===== src/rtl/uart_cmd_comm_if.sv =====
// Handshake bundle between the serial front end (slave) and dig_core (master):
// assembled command words, response bytes and line status.
interface uart_cmd_comm_if;
    logic [23:0] cmd;
    logic        cmd_rdy;
    logic        clr_cmd_rdy;
    logic [7:0]  resp_data;
    logic        send_resp;
    logic        resp_sent;
    logic        tx_busy;
    logic        frm_err;

    modport master (
        input  cmd, cmd_rdy, resp_sent, tx_busy, frm_err,
        output clr_cmd_rdy, resp_data, send_resp
    );

    modport slave (
        output cmd, cmd_rdy, resp_sent, tx_busy, frm_err,
        input  clr_cmd_rdy, resp_data, send_resp
    );
endinterface


===== src/rtl/uart_cmd_comm.sv =====
// Host-side 8N1 UART front end: packs three received bytes into a 24-bit command
// and serializes single response bytes, with RX and TX running fully independently.
module uart_cmd_comm #(
    parameter int BAUD_DIV     = 868,
    parameter int TIMEOUT_BITS = 32
) (
    input  logic            clk,
    input  logic            rst,
    input  logic            RX,
    output logic            TX,
    uart_cmd_comm_if.slave  host
);
    localparam int BW       = $clog2(BAUD_DIV);
    localparam int TO_LIMIT = TIMEOUT_BITS * BAUD_DIV;
    localparam int TW       = $clog2(TO_LIMIT + 1);
    localparam logic [BW-1:0] BAUD_LAST = BW'(BAUD_DIV - 1);
    localparam logic [BW-1:0] HALF_LAST = BW'(BAUD_DIV / 2 - 1);
    localparam logic [TW-1:0] TO_LAST   = TW'(TO_LIMIT - 1);

    localparam logic [2:0] RX_IDLE  = 3'd0;
    localparam logic [2:0] RX_START = 3'd1;
    localparam logic [2:0] RX_DATA  = 3'd2;
    localparam logic [2:0] RX_STOP  = 3'd3;
    localparam logic [2:0] RX_WAIT  = 3'd4;

    localparam logic [1:0] TX_IDLE  = 2'd0;
    localparam logic [1:0] TX_START = 2'd1;
    localparam logic [1:0] TX_DATA  = 2'd2;
    localparam logic [1:0] TX_STOP  = 2'd3;

    logic          rxMeta_q, rxSync_q;
    logic [2:0]    rxState_q, rxState_d;
    logic [BW-1:0] rxCnt_q, rxCnt_d;
    logic [2:0]    rxBit_q, rxBit_d;
    logic [7:0]    rxShift_q, rxShift_d;
    logic          byteValid, frameErr;

    logic [23:0]   cmd_q, cmd_d;
    logic          cmdRdy_q, cmdRdy_d;
    logic [1:0]    byteCnt_q, byteCnt_d;
    logic [TW-1:0] toCnt_q, toCnt_d;
    logic          frmErr_q;

    logic [1:0]    txState_q, txState_d;
    logic [BW-1:0] txCnt_q, txCnt_d;
    logic [2:0]    txBit_q, txBit_d;
    logic [7:0]    txShift_q, txShift_d;
    logic          tx_q, tx_d;
    logic          txBusy_q, txBusy_d;
    logic          respSent_q, respSent_d;

    // Receiver runs only on the second synchronizer flop; the stop sample yields byteValid or frameErr.
    always_comb begin
        rxState_d = rxState_q;
        rxCnt_d   = rxCnt_q;
        rxBit_d   = rxBit_q;
        rxShift_d = rxShift_q;
        byteValid = 1'b0;
        frameErr  = 1'b0;
        case (rxState_q)
            RX_IDLE: begin
                if (!rxSync_q) begin
                    rxState_d = RX_START;
                    rxCnt_d   = '0;
                end
            end
            RX_START: begin
                if (rxCnt_q == HALF_LAST) begin
                    rxCnt_d   = '0;
                    rxBit_d   = '0;
                    rxState_d = rxSync_q ? RX_IDLE : RX_DATA;
                end else begin
                    rxCnt_d = rxCnt_q + 1'b1;
                end
            end
            RX_DATA: begin
                if (rxCnt_q == BAUD_LAST) begin
                    rxCnt_d   = '0;
                    rxShift_d = {rxSync_q, rxShift_q[7:1]};
                    rxBit_d   = rxBit_q + 1'b1;
                    if (rxBit_q == 3'd7) rxState_d = RX_STOP;
                end else begin
                    rxCnt_d = rxCnt_q + 1'b1;
                end
            end
            RX_STOP: begin
                if (rxCnt_q == BAUD_LAST) begin
                    rxCnt_d = '0;
                    if (rxSync_q) begin
                        byteValid = 1'b1;
                        rxState_d = RX_IDLE;
                    end else begin
                        frameErr  = 1'b1;
                        rxState_d = RX_WAIT;
                    end
                end else begin
                    rxCnt_d = rxCnt_q + 1'b1;
                end
            end
            RX_WAIT: begin
                if (rxSync_q) rxState_d = RX_IDLE;
            end
            default: rxState_d = RX_IDLE;
        endcase
    end

    // Assembly ignores bytes while a command is pending; a stalled partial command ages out.
    always_comb begin
        cmd_d     = cmd_q;
        cmdRdy_d  = cmdRdy_q;
        byteCnt_d = byteCnt_q;
        toCnt_d   = toCnt_q;
        if (host.clr_cmd_rdy) cmdRdy_d = 1'b0;
        if (frameErr) begin
            byteCnt_d = 2'd0;
        end else if (byteValid && !cmdRdy_q) begin
            case (byteCnt_q)
                2'd0:    cmd_d[23:16] = rxShift_q;
                2'd1:    cmd_d[15:8]  = rxShift_q;
                default: cmd_d[7:0]   = rxShift_q;
            endcase
            if (byteCnt_q == 2'd2) begin
                byteCnt_d = 2'd0;
                cmdRdy_d  = 1'b1;
            end else begin
                byteCnt_d = byteCnt_q + 1'b1;
            end
        end
        if (rxState_q != RX_IDLE || byteCnt_q == 2'd0 || !rxSync_q) begin
            toCnt_d = '0;
        end else if (toCnt_q == TO_LAST) begin
            toCnt_d   = '0;
            byteCnt_d = 2'd0;
        end else begin
            toCnt_d = toCnt_q + 1'b1;
        end
    end

    // Transmitter drives the next line level one edge ahead so TX is a clean register output.
    always_comb begin
        txState_d  = txState_q;
        txCnt_d    = txCnt_q;
        txBit_d    = txBit_q;
        txShift_d  = txShift_q;
        tx_d       = tx_q;
        txBusy_d   = txBusy_q;
        respSent_d = 1'b0;
        case (txState_q)
            TX_IDLE: begin
                if (host.send_resp) begin
                    txShift_d = host.resp_data;
                    txBusy_d  = 1'b1;
                    tx_d      = 1'b0;
                    txCnt_d   = '0;
                    txState_d = TX_START;
                end
            end
            TX_START: begin
                if (txCnt_q == BAUD_LAST) begin
                    txCnt_d   = '0;
                    txBit_d   = '0;
                    tx_d      = txShift_q[0];
                    txShift_d = {1'b0, txShift_q[7:1]};
                    txState_d = TX_DATA;
                end else begin
                    txCnt_d = txCnt_q + 1'b1;
                end
            end
            TX_DATA: begin
                if (txCnt_q == BAUD_LAST) begin
                    txCnt_d = '0;
                    if (txBit_q == 3'd7) begin
                        tx_d      = 1'b1;
                        txState_d = TX_STOP;
                    end else begin
                        tx_d      = txShift_q[0];
                        txShift_d = {1'b0, txShift_q[7:1]};
                        txBit_d   = txBit_q + 1'b1;
                    end
                end else begin
                    txCnt_d = txCnt_q + 1'b1;
                end
            end
            TX_STOP: begin
                if (txCnt_q == BAUD_LAST) begin
                    txCnt_d    = '0;
                    respSent_d = 1'b1;
                    txBusy_d   = 1'b0;
                    txState_d  = TX_IDLE;
                end else begin
                    txCnt_d = txCnt_q + 1'b1;
                end
            end
            default: txState_d = TX_IDLE;
        endcase
    end

    always_ff @(posedge clk) begin
        if (rst) begin
            rxMeta_q   <= 1'b1;
            rxSync_q   <= 1'b1;
            rxState_q  <= RX_IDLE;
            rxCnt_q    <= '0;
            rxBit_q    <= '0;
            rxShift_q  <= '0;
            cmd_q      <= '0;
            cmdRdy_q   <= 1'b0;
            byteCnt_q  <= 2'd0;
            toCnt_q    <= '0;
            frmErr_q   <= 1'b0;
            txState_q  <= TX_IDLE;
            txCnt_q    <= '0;
            txBit_q    <= '0;
            txShift_q  <= '0;
            tx_q       <= 1'b1;
            txBusy_q   <= 1'b0;
            respSent_q <= 1'b0;
        end else begin
            rxMeta_q   <= RX;
            rxSync_q   <= rxMeta_q;
            rxState_q  <= rxState_d;
            rxCnt_q    <= rxCnt_d;
            rxBit_q    <= rxBit_d;
            rxShift_q  <= rxShift_d;
            cmd_q      <= cmd_d;
            cmdRdy_q   <= cmdRdy_d;
            byteCnt_q  <= byteCnt_d;
            toCnt_q    <= toCnt_d;
            frmErr_q   <= frameErr;
            txState_q  <= txState_d;
            txCnt_q    <= txCnt_d;
            txBit_q    <= txBit_d;
            txShift_q  <= txShift_d;
            tx_q       <= tx_d;
            txBusy_q   <= txBusy_d;
            respSent_q <= respSent_d;
        end
    end

    assign TX             = tx_q;
    assign host.cmd       = cmd_q;
    assign host.cmd_rdy   = cmdRdy_q;
    assign host.frm_err   = frmErr_q;
    assign host.tx_busy   = txBusy_q;
    assign host.resp_sent = respSent_q;
endmodule


===== src/flat_wrapper.sv =====
// flat-port wrapper written by rule: the top's interface ports become plain ports
module uart_cmd_comm_flat 
#(
    parameter int BAUD_DIV     = 868,
    parameter int TIMEOUT_BITS = 32
)
  (clk, rst, RX, TX, host_cmd, host_cmd_rdy, host_resp_sent, host_tx_busy, host_frm_err, host_clr_cmd_rdy, host_resp_data, host_send_resp);
  uart_cmd_comm_if host_i ();
  input  logic clk;
  input  logic rst;
  input  logic RX;
  output logic TX;
  output wire logic [$bits(host_i.cmd)-1:0] host_cmd;
  output wire logic [$bits(host_i.cmd_rdy)-1:0] host_cmd_rdy;
  output wire logic [$bits(host_i.resp_sent)-1:0] host_resp_sent;
  output wire logic [$bits(host_i.tx_busy)-1:0] host_tx_busy;
  output wire logic [$bits(host_i.frm_err)-1:0] host_frm_err;
  input wire logic [$bits(host_i.clr_cmd_rdy)-1:0] host_clr_cmd_rdy;
  input wire logic [$bits(host_i.resp_data)-1:0] host_resp_data;
  input wire logic [$bits(host_i.send_resp)-1:0] host_send_resp;
  assign host_cmd = host_i.cmd;
  assign host_cmd_rdy = host_i.cmd_rdy;
  assign host_resp_sent = host_i.resp_sent;
  assign host_tx_busy = host_i.tx_busy;
  assign host_frm_err = host_i.frm_err;
  assign host_i.clr_cmd_rdy = host_clr_cmd_rdy;
  assign host_i.resp_data = host_resp_data;
  assign host_i.send_resp = host_send_resp;
  uart_cmd_comm #(.BAUD_DIV(BAUD_DIV), .TIMEOUT_BITS(TIMEOUT_BITS)) u_core (.clk(clk), .rst(rst), .RX(RX), .TX(TX), .host(host_i));
endmodule

===== config.mk =====
export PLATFORM = sky130hd
export DESIGN_NAME = uart_cmd_comm_flat
export DESIGN_NICKNAME = d
export VERILOG_FILES = /design/src/rtl/uart_cmd_comm_if.sv /design/src/rtl/uart_cmd_comm.sv /design/src/flat_wrapper.sv
export SDC_FILE = /design/constraint.sdc
export NUM_CORES = 1
export LEC_CHECK = 0
export BUFFER_PORTS_ARGS = -buffer_cell sky130_fd_sc_hd__buf_2
export CELL_PAD_IN_SITES_DETAIL_PLACEMENT = 1
export CELL_PAD_IN_SITES_GLOBAL_PLACEMENT = 1
export CORE_UTILIZATION = 35
export DETAILED_ROUTE_END_ITERATION = 10
export GPL_TIMING_DRIVEN = 0
export PLACE_DENSITY_LB_ADDON = 0.1
export SKIP_LAST_GASP = 1
export SLEW_MARGIN = 20
export SYNTH_ARGS = -nofsm -noshare
export SYNTH_HDL_FRONTEND = slang
export SYNTH_SLANG_ARGS = --single-unit
export TNS_END_PERCENT = 50

===== constraint.sdc =====
create_clock -name clk -period 2.85 [get_ports clk]
set_clock_uncertainty 0.15 [all_clocks]
set_input_delay 0.855 -clock clk [delete_from_list [all_inputs] [get_ports clk]]
set_output_delay 0.855 -clock clk [all_outputs]
set_load 0.03 [all_outputs]

==> out/results.tsv <==
metric	value	unit
status	finished clean	
drc	0	
vdd_drop_max	0.3649	mV
synth-seq-area-share	0.4180	
timing.max_cap.violations	0	
grtUsageTotal	0.1872	
cpPeakStageDelay	0.54	ns
pin_count	42	
core-area	12670	um^2
routedWlPerCell	15.70	um
synthCells	519	
fin_nets	597	
htree_num_levels	3	
clkSlewWorstSetupHoldPaths	0.07	ns
cts_setup_buffers	0	
crit_top_cell	buf_6	
rsz0062_at_grt	true	
hold_depth	1	
insertedDiodeCount	0	
worst-r2r-setup-slack	0.13	ns
cts_tree	yes	
crit_chain	ha_1, nand2b_1, or4_4, buf_6, or4_1, buf_6, a2111oi_2	
worstSetupPathType	reg2reg	
setup_viol	0	
pwr-share-comb	0.212	
synth_top_area_frac	0.4180	
syn-cell-area	4549	um^2
synth_flop_cell	dfxtp_1	
layout_min_cycle_time	2.717	ns
required	2.95	ns
insertion_delay	0.35	ns
crit_path_max_fanout	9	
root_buffer	clkbuf_16	
p_int	2.283	mW
cts_made_buffers	9	
switchingPower	1.029	mW
worstMarginPinSlew	0.9304	ns
die_x	116.0	um
grt_max_degree	17	
max_freq	368.1	MHz
clkSinkCount	95	
clk_path_buf_depth	2	
wl	11750	um
syn-num-nets	545	
min_to	u_core.rxSync_q	
dpl-instance-area	4970	um^2
grt_pass1_wl	19580	um
timing.rr.start	u_core.rxCnt_q[0]	
firstDrtPassIters	4	
area_growth	15.48	%
num_vias	3994	
layout-drive-gt1-share	0.1476	
holdCritPathClass	reg2reg	
cp.arrival	2.82	ns
gp_congestion	0.7424	
viasPerCell	5.340	
final.setup.tns	0	ns
yosysUniqueCellTypes	59	
fin_crit_sh	0.9532	
p_clk_frac	0.344	
r2r_cells	7	
p_leak	1.898	nW
antenna_found_initial	0	
die_area	13460	um^2
powerDensity	630.4	nW/um^2
postRouteAntennaNets	0	
synth-async-reset-ratio	0	
r2r-end	u_core.byteCnt_q[0]	
fp-row-count	41	
sequentialPowerShare	0.444	
postLayoutCellArea	5254	um^2
start_util	0.3590	
maxSlewViolCount	0	
critPathCaptureType	register	
worstHoldStart	u_core.rxMeta_q	
yosysWarningCount	0	
dpl.hpwl	8645	um
die_h	116.0	um
slew_headroom	0.3768	
first_global_vias	3919	
overflow	0	
synth_largest_area_cell	dfxtp_1	
startpoint_type	register	
fillers	1552	
syn_area_per_cell	8.766	um^2
first_iter_violations	159	
synth_edf_count	0	
synth_area_leaders	dfxtp_1 42%, mux2i_1 5.3%, nand2_1 4.6%	
crit_slowest_cell	or4_4	
io_buffers	41	
switching_share	0.3106	
ys_ff_latch	95	
finalHoldViolCount	0	
how the worst max path moves through the flow:
stage,startpoint,end,slack (ns)
final,u_core.rxCnt_q[0],u_core.byteCnt_q[0],0.13
after global routing,u_core.rxCnt_q[0],u_core.byteCnt_q[0],-0.03
after CTS,u_core.rxCnt_q[6],u_core.rxCnt_q[5],0.06
after detailed placement,u_core.rxCnt_q[6],u_core.rxCnt_q[5],0.08
after global placement,u_core.rxCnt_q[6],u_core.rxCnt_q[7],0.15
after floorplan,u_core.rxCnt_q[0],u_core.byteCnt_q[0],0.36
logic make-up after synthesis:
group | count (synthesis) | share of synthesized area
muxes | 31 | 0.07013
xor gates and xnor gates | 20 | 0.03850
AOI/OAI and AO/OA | 97 | 0.1342
buffers and inverters | 46 | 0.04510
DFF | 95 | 0.4180
and+or+nand+nor | 217 | 0.2583
adders and majority gates | 13 | 0.03575
layout make-up:
type / instances / area (um^2) / share of cell area
Sequential cell: 95 / 1902 / 0.3620
Buffer: 32 / 152.6 / 0.02905
Clock inverter: 6 / 43.79 / 0.008335
Timing Repair Buffer: 41 / 205.2 / 0.03906
Multi-Input combinational cell: 378 / 2454 / 0.4670
Inverter: 14 / 52.55 / 0.01000
Tap cell: 172 / 215.2 / 0.04096
Clock buffer: 10 / 229.0 / 0.04358
timing repair:
action,4_1_cts,5_1_grt
setup endpoints to repair,0,10
gates resized for setup,0,1
hold endpoints to repair,0,0
hold buffers,0,0
sequential cells by signal (all words and copies together), names as in the netlist:
signal	cells
u_core.host.cmd_rdy	1
u_core.rxShift_q	8
u_core.host.resp_sent	1
u_core.txShift_q	8
u_core.rxSync_q	1
u_core.rxBit_q	3
u_core.rxState_q	3
u_core.host.tx_busy	1
u_core.txState_q	2
u_core.txBit_q	3
u_core.rxCnt_q	10
u_core.toCnt_q	15
u_core.host.cmd	24
u_core.host.frm_err	1
u_core.TX	1
u_core.byteCnt_q	2
u_core.txCnt_q	10
u_core.rxMeta_q	1
layout by cell type (no fill, tap or decap), types with 14 or more instances in the layout:
cell type   n
nand2_1    56
dfxtp_1    95
o21ai_0    21
nor4_1     19
a21oi_1    29
nor3_1     16
buf_2      43
a31oi_1    14
nor2_1     31
clkbuf_1   24
nand3_1    29
mux2i_1    24
synthesized netlist by cell type (12+ instances only):
master / instances
nor2_1: 31
nor3_1: 16
clkbuf_1: 23
a21oi_1: 29
nand2_1: 56
mux2i_1: 24
inv_1: 13
ha_1: 13
nand4_1: 12
nand3_1: 29
dfxtp_1: 95
nor4_1: 19
o21ai_0: 21
xnor2_1: 13
a31oi_1: 14
routing by layer:
metal | track usage | routed length (um) | share of wire | vias up
met3 | 0.04498 | 340 | 0.029 | 8
met2 | 0.3206 | 5644 | 0.48 | 46
met1 | 0.2310 | 5609 | 0.48 | 1948
li1 | - | - | - | 1992
met5 | 0 | 0 | 0 | -
met4 | 0.05897 | 154 | 0.013 | 0
critical path: cells and delay by family, from the launching register on:
family,cells,cell delay (ns)
AO/OA/AOI/OAI,1,0.27
adder cells (fa/ha/maj),1,0.26
buffers and inverters,2,0.33
flip-flops,1,0.43
AND/OR/NAND/NOR,3,1.18
power by group through the flow:
stage                     registers (mW)  clock network [mW]  logic, mW
after floorplan                     1.51                   0      0.505
after global placement              1.50                   0      0.676
after detailed placement            1.50                   0      0.700
after CTS                           1.47                1.18      0.703
after global routing                1.48                1.24      0.785
final                               1.47                1.14      0.701
through the flow:
stage | std cells | util | hold WS (ns) | setup slack, ns | power (mW)
2_1_floorplan | 519 | - | 0.2395 | 0.3620 | 2.011
3_3_place_gp | 732 | 0.3922 | 0.2470 | 0.1507 | 2.175
3_5_place_dp | 732 | 0.3922 | 0.2512 | 0.08111 | 2.201
4_1_cts | 748 | 0.4137 | 0.2708 | 0.06077 | 3.358
5_1_grt | 748 | 0.4146 | 0.2792 | -0.03113 | 3.508
6_report | 748 | 0.4146 | 0.2689 | 0.1335 | 3.312
No activity file was read; power rests on OpenSTA's default activity.
